### config.mk
export PLATFORM = sky130hd
export DESIGN_NAME = leaky_relu_h_cache
export DESIGN_NICKNAME = d
export VERILOG_FILES = /design/src/rtl/leaky_relu_h_cache_pkg.sv /design/src/rtl/leaky_relu_h_cache_fifo_core.sv /design/src/rtl/leaky_relu_h_cache.sv
export SDC_FILE = /design/constraint.sdc
export NUM_CORES = 1
export LEC_CHECK = 0
export CAP_MARGIN = 20
export CORE_MARGIN = 3
export CORE_UTILIZATION = 45
export DETAILED_ROUTE_END_ITERATION = 10
export HOLD_SLACK_MARGIN = 0.06
export PLACE_DENSITY_LB_ADDON = 0.25
export SYNTH_ARGS = -nofsm -noshare
export SYNTH_HDL_FRONTEND = slang
export SYNTH_SLANG_ARGS = --single-unit
### constraint.sdc
create_clock -name clk -period 3.22 [get_ports clk]
set_input_delay 0.322 -clock clk [delete_from_list [all_inputs] [get_ports clk]]
set_output_delay 0.322 -clock clk [all_outputs]
set_load 0.03 [all_outputs]
### src/rtl/leaky_relu_h_cache_pkg.sv
// Shared Q8.8 fixed-point definitions for the per-column training datapath
// (fxp_mul, leaky_relu stages, H caches).
package leaky_relu_h_cache_pkg;

  localparam int DATA_W    = 16;
  localparam int FRAC_BITS = 8;

  // Encoded as {wr_en, rd_en}
  typedef enum logic [1:0] {
    OP_IDLE  = 2'b00,
    OP_RD    = 2'b01,
    OP_WR    = 2'b10,
    OP_WR_RD = 2'b11
  } fifo_op_e;

endpackage

### src/rtl/leaky_relu_h_cache_fifo_core.sv
// sync_fifo_core: reusable single-clock FIFO (storage, pointers, occupancy).
// Callers gate wr_en/rd_en; srst flushes pointers and count.
module sync_fifo_core
  import leaky_relu_h_cache_pkg::*;
#(
  parameter int   DATA_W = leaky_relu_h_cache_pkg::DATA_W,
  parameter int   DEPTH  = 16,
  localparam int  ADDR_W = $clog2(DEPTH)
) (
  input  logic              clk,
  input  logic              srst,
  input  logic              wr_en,
  input  logic [DATA_W-1:0] wr_data,
  input  logic              rd_en,
  output logic [DATA_W-1:0] rd_data,
  output logic [ADDR_W:0]   count,
  output logic              full,
  output logic              empty
);

  logic [DATA_W-1:0] mem [DEPTH];
  logic [ADDR_W-1:0] wr_ptr;
  logic [ADDR_W-1:0] rd_ptr;
  fifo_op_e          op;

  assign op = fifo_op_e'({wr_en, rd_en});

  // NOTE: state registers use non-blocking assignments so every flop samples
  // pre-edge values, independent of statement order.
  always_ff @(posedge clk) begin
    if (srst) begin
      wr_ptr <= '0;
      rd_ptr <= '0;
      count  <= '0;
    end else begin
      if (wr_en) wr_ptr <= wr_ptr + ADDR_W'(1);
      if (rd_en) rd_ptr <= rd_ptr + ADDR_W'(1);
      case (op)
        OP_WR:   count <= count + (ADDR_W+1)'(1);
        OP_RD:   count <= count - (ADDR_W+1)'(1);
        default: count <= count;
      endcase
    end
  end

  // NOTE: storage is deliberately not reset; occupancy is tracked by the
  // pointers, so stale words are never observed and the array maps to RAM.
  always_ff @(posedge clk) begin
    if (wr_en && !srst) mem[wr_ptr] <= wr_data;
  end

  assign rd_data = mem[rd_ptr];
  assign full    = (count == (ADDR_W+1)'(DEPTH));
  assign empty   = (count == '0);

endmodule

### src/rtl/leaky_relu_h_cache.sv
// Per-column H cache: stores forward-pass pre-activations and replays them in
// FIFO order, registered and aligned with incoming backward-pass gradients.
module leaky_relu_h_cache
  import leaky_relu_h_cache_pkg::*;
#(
  parameter int  DATA_W = leaky_relu_h_cache_pkg::DATA_W,
  parameter int  DEPTH  = 16,
  localparam int ADDR_W = $clog2(DEPTH)
) (
  input  logic              clk,
  input  logic              rst,
  input  logic              clear,
  input  logic              h_valid_in,
  input  logic [DATA_W-1:0] h_data_in,
  input  logic              grad_valid_in,
  input  logic [DATA_W-1:0] grad_data_in,
  output logic              lr_d_valid_out,
  output logic [DATA_W-1:0] lr_d_data_out,
  output logic [DATA_W-1:0] lr_d_H_data_out,
  output logic [ADDR_W:0]   count,
  output logic              full,
  output logic              empty,
  output logic              overflow,
  output logic              underflow
);

  logic              flush;
  logic              wr_en;
  logic              rd_en;
  logic [DATA_W-1:0] rd_data;

  assign flush = rst | clear;
  assign rd_en = grad_valid_in & ~empty;
  // A read in the same cycle frees a slot, so a full buffer still accepts H.
  assign wr_en = h_valid_in & (~full | rd_en);

  sync_fifo_core #(
    .DATA_W (DATA_W),
    .DEPTH  (DEPTH)
  ) u_core (
    .clk     (clk),
    .srst    (flush),
    .wr_en   (wr_en),
    .wr_data (h_data_in),
    .rd_en   (rd_en),
    .rd_data (rd_data),
    .count   (count),
    .full    (full),
    .empty   (empty)
  );

  // Gradients with no stored H still go out valid with H = 0 (pass-through).
  always_ff @(posedge clk) begin
    if (flush) begin
      lr_d_valid_out  <= 1'b0;
      lr_d_data_out   <= '0;
      lr_d_H_data_out <= '0;
      overflow        <= 1'b0;
      underflow       <= 1'b0;
    end else begin
      lr_d_valid_out  <= grad_valid_in;
      lr_d_data_out   <= grad_valid_in ? grad_data_in : '0;
      lr_d_H_data_out <= rd_en ? rd_data : '0;
      overflow        <= overflow | (h_valid_in & full & ~rd_en);
      underflow       <= underflow | (grad_valid_in & empty);
    end
  end

endmodule

==> out/summary.txt <==
Hold-fix buffers, CTS: 0
Crit Path Class: flip-flop to flip-flop
area delta synth->final: 21.0%
routed wl met2: 11.9 mm
RSZ-0062 raised after global routing: no
Top Ports: 79
# fillers: 1908
final hold viol count: 0
crit path max fanout: 6
WL met1: 10.6 mm
Tot GR Track Use: 17.5%
final worst-path cycle share: 92.9%
pin count of the biggest net entering global routing: 57
library cells used by synthesis: 37
Critical Path RT: 3.69 ns
number of global-route vias before repair: 6183
CTS buffer count: 31
area of the core: 24700 µm²
Worst VDD drop: 0.350 mV
fmax: 334 MHz
WP buf/inv: 2
Die Ht: 166 µm
clock latency on the worst-skew pair: 0.54 ns
Root Driver: clkbuf_16
Cells after Synth: 563
htree depth: 1
flops & latches, synth: 304
hpwl dp: 14.1 mm
HP Class: input pin to flip-flop
Place WS: 0.252 ns
ys flop type: edfxtp_1
via count: 5693
# setup viols final: 0
Leakage: 4.53 nW
global-route wire length before repair: 37.3 mm
DRC: 0
die footprint: 27400 µm²
CTS clk-pin slew, worst paths: 0.06 ns
CP endpoint kind: flip-flop
Tightest Pin Transition: 0.637 ns
syn_nets: 610
Max-Slew Margin vs Limit: 57.4%
CTS tree: built
wire per inst: 23.3 µm
Cell Pwr Density: 578 nW/µm²
final worst setup slack: 0.227 ns
nets: 724
Post-Route Utilization: 56.2%
antenna violations before repair: 0
Rows: 57
Worst EP arrival: 3.46 ns
starting density of the core: 46.5%
max_cap viols: 0
highest routing layer actually used: met4
ANT cells: 0
Max Slew Vio Count: 0
routability congestion estimate from global placement: 0.807
WL met3: 1.18 mm
setup_tns: 0 ns
GRT overflow: 0
post-CTS resize count: 0
startpoint class of the critical path: flip-flop
min cycle time layout: 2.99 ns
CP cell instances: or4_1 -> o31a_1 -> inv_1 -> ha_1 -> inv_1 -> fa_1 -> nand2b_1 -> a21oi_1 -> mux2i_1 -> mux2i_1
placed cell count: 968
Post-Syn Area: 11500 µm²
DRT Wirelength: 23.9 mm
Finished Layout Cells: 1025
ys async rst share: 0%
sequential area share after synthesis: 75.4%
Post-synth EDFFs: 256
CTS sink cnt: 304
post-route ant nets: 0
PortBufs: 78
post-CTS setup buffer count: 0
FF-to-FF setup slack: 0.23 ns
Synth Area per Inst: 20.4 µm²
cell family with most CP delay: simple AND/OR/NAND/NOR gates
Clock Skews: 0.0119 ns
CTS Buffer Depth: 3
Starting DRT DRC Count: 535
crit-path max cell delay: 0.66 ns
via-per-instance ratio: 5.55
layout cells sized above 1: 24.5%
Critical-path top delay cell: or4_1
iteration count of the initial detailed-routing pass: 5
Die Wd: 166 µm
status: complete, no violations
Yosys Warn Count: 0
==> layer usage <==
metal | up-vias | GRT usage (%)
met4 | 0 | 3.25
met5 | - | 0
met1 | 2974 | 25.0
li1 | 2518 | -
met3 | 27 | 2.84
met2 | 174 | 29.1
==> logic make-up after synthesis <==
| kind of cell | count (synthesis) | synth area share [%] |
|---|---|---|
| mux | 101 | 16.0 |
| simple gates | 75 | 3.55 |
| xor+xnor | 6 | 0.458 |
| buf+inv | 39 | 1.53 |
| fa+ha+maj | 10 | 1.16 |
| compound gates | 28 | 1.92 |
| flops | 304 | 75.4 |
==> final timing paths <==
path / start / to / cells past startpoint
max: u_core.count[0] / u_core.count[4] / 10
min: grad_data_in[12] / lr_d_data_out[12] / 2
min reg2reg: overflow / overflow / 2
max reg2reg: u_core.count[0] / u_core.count[4] / 10
==> worst register-to-register path: stages, from the launching register on <==
cell	delay (ns)
dfxtp_1	0.35
or4_1	0.66
o31a_1	0.32
inv_1	0.06
ha_1	0.24
inv_1	0.10
fa_1	0.42
nand2b_1	0.16
a21oi_1	0.16
mux2i_1	0.25
mux2i_1	0.19
==> layout by cell type, fill, tap and decap left out, types with 2 or more instances in the layout <==
master,netlist,routed
clkinvlp_4,0,4
or3_1,2,2
nor2_1,22,22
inv_1,9,9
clkinv_1,0,5
dfxtp_2,0,2
clkbuf_8,0,3
a21oi_1,5,5
edfxtp_1,256,256
dfxtp_1,48,45
nor3_2,0,3
buf_4,1,27
o211ai_1,2,2
buf_12,0,6
clkinv_2,0,8
or4_1,2,2
bufinv_16,0,3
and3_1,31,31
nand3_1,3,3
o2bb2ai_1,16,16
mux2_2,16,16
clkbuf_1,17,3
xor2_1,5,5
mux4_2,64,64
ha_1,9,9
nand2_1,5,5
mux2i_1,21,21
clkdlybuf4s50_1,0,78
clkbuf_16,0,31
==> report_power, final <==
group | switching (W) | internal, W | total (W) | leakage, nW
sequential | 0.0000125 | 0.00428 | 0.00429 | 2.69
combinational | 0.000139 | 0.000106 | 0.000245 | 1.35
clock | 0.00141 | 0.00206 | 0.00347 | 0.489
==> area by class of cell <==
type / instances / area [µm²] / area share [%]
flip-flops and latches: 304 / 8650 / 62.4
multi-input cells: 220 / 2670 / 19.2
repair buffers: 111 / 1100 / 7.96
clock buffers: 37 / 828 / 5.97
well taps: 324 / 405 / 2.92
clock inverters: 20 / 179 / 1.29
inverters: 9 / 33.8 / 0.244
==> Yosys cell counts, drive strengths merged (3+ instances only) <==
cell type | count | share of area, %
edfxtp | 256 | 67
mux4 | 64 | 13
dfxtp | 48 | 8.4
and3 | 31 | 1.7
nor2 | 23 | 0.77
mux2i | 21 | 1.8
clkbuf | 17 | 0.56
mux2 | 16 | 1.6
o2bb2ai | 16 | 1.2
buf | 13 | 0.68
ha | 9 | 0.98
inv | 9 | 0.29
a21oi | 5 | 0.22
nand2 | 5 | 0.16
xor2 | 5 | 0.38
nand3 | 3 | 0.13
nor3 | 3 | 0.13
==> through the flow <==
stage / instance area (µm²) / hold WS, ns / total power [W]
after floorplan: 11500 / 0.421 / 0.00448
after global routing: 13900 / 0.360 / 0.00829
after CTS: 13900 / 0.342 / 0.00810
after global placement: 12900 / 0.458 / 0.00461
after detailed placement: 12900 / 0.465 / 0.00462
final: 13900 / 0.370 / 0.00801
==> flip-flops by register name (all words and copies together) (netlist names) <==
name / count
overflow: 1
lr_d_data_out: 16
u_core.count: 5
u_core.wr_ptr: 4
lr_d_H_data_out: 16
underflow: 1
lr_d_valid_out: 1
u_core.rd_ptr: 4
u_core.mem: 256
Power figures use the tool's default switching activity.
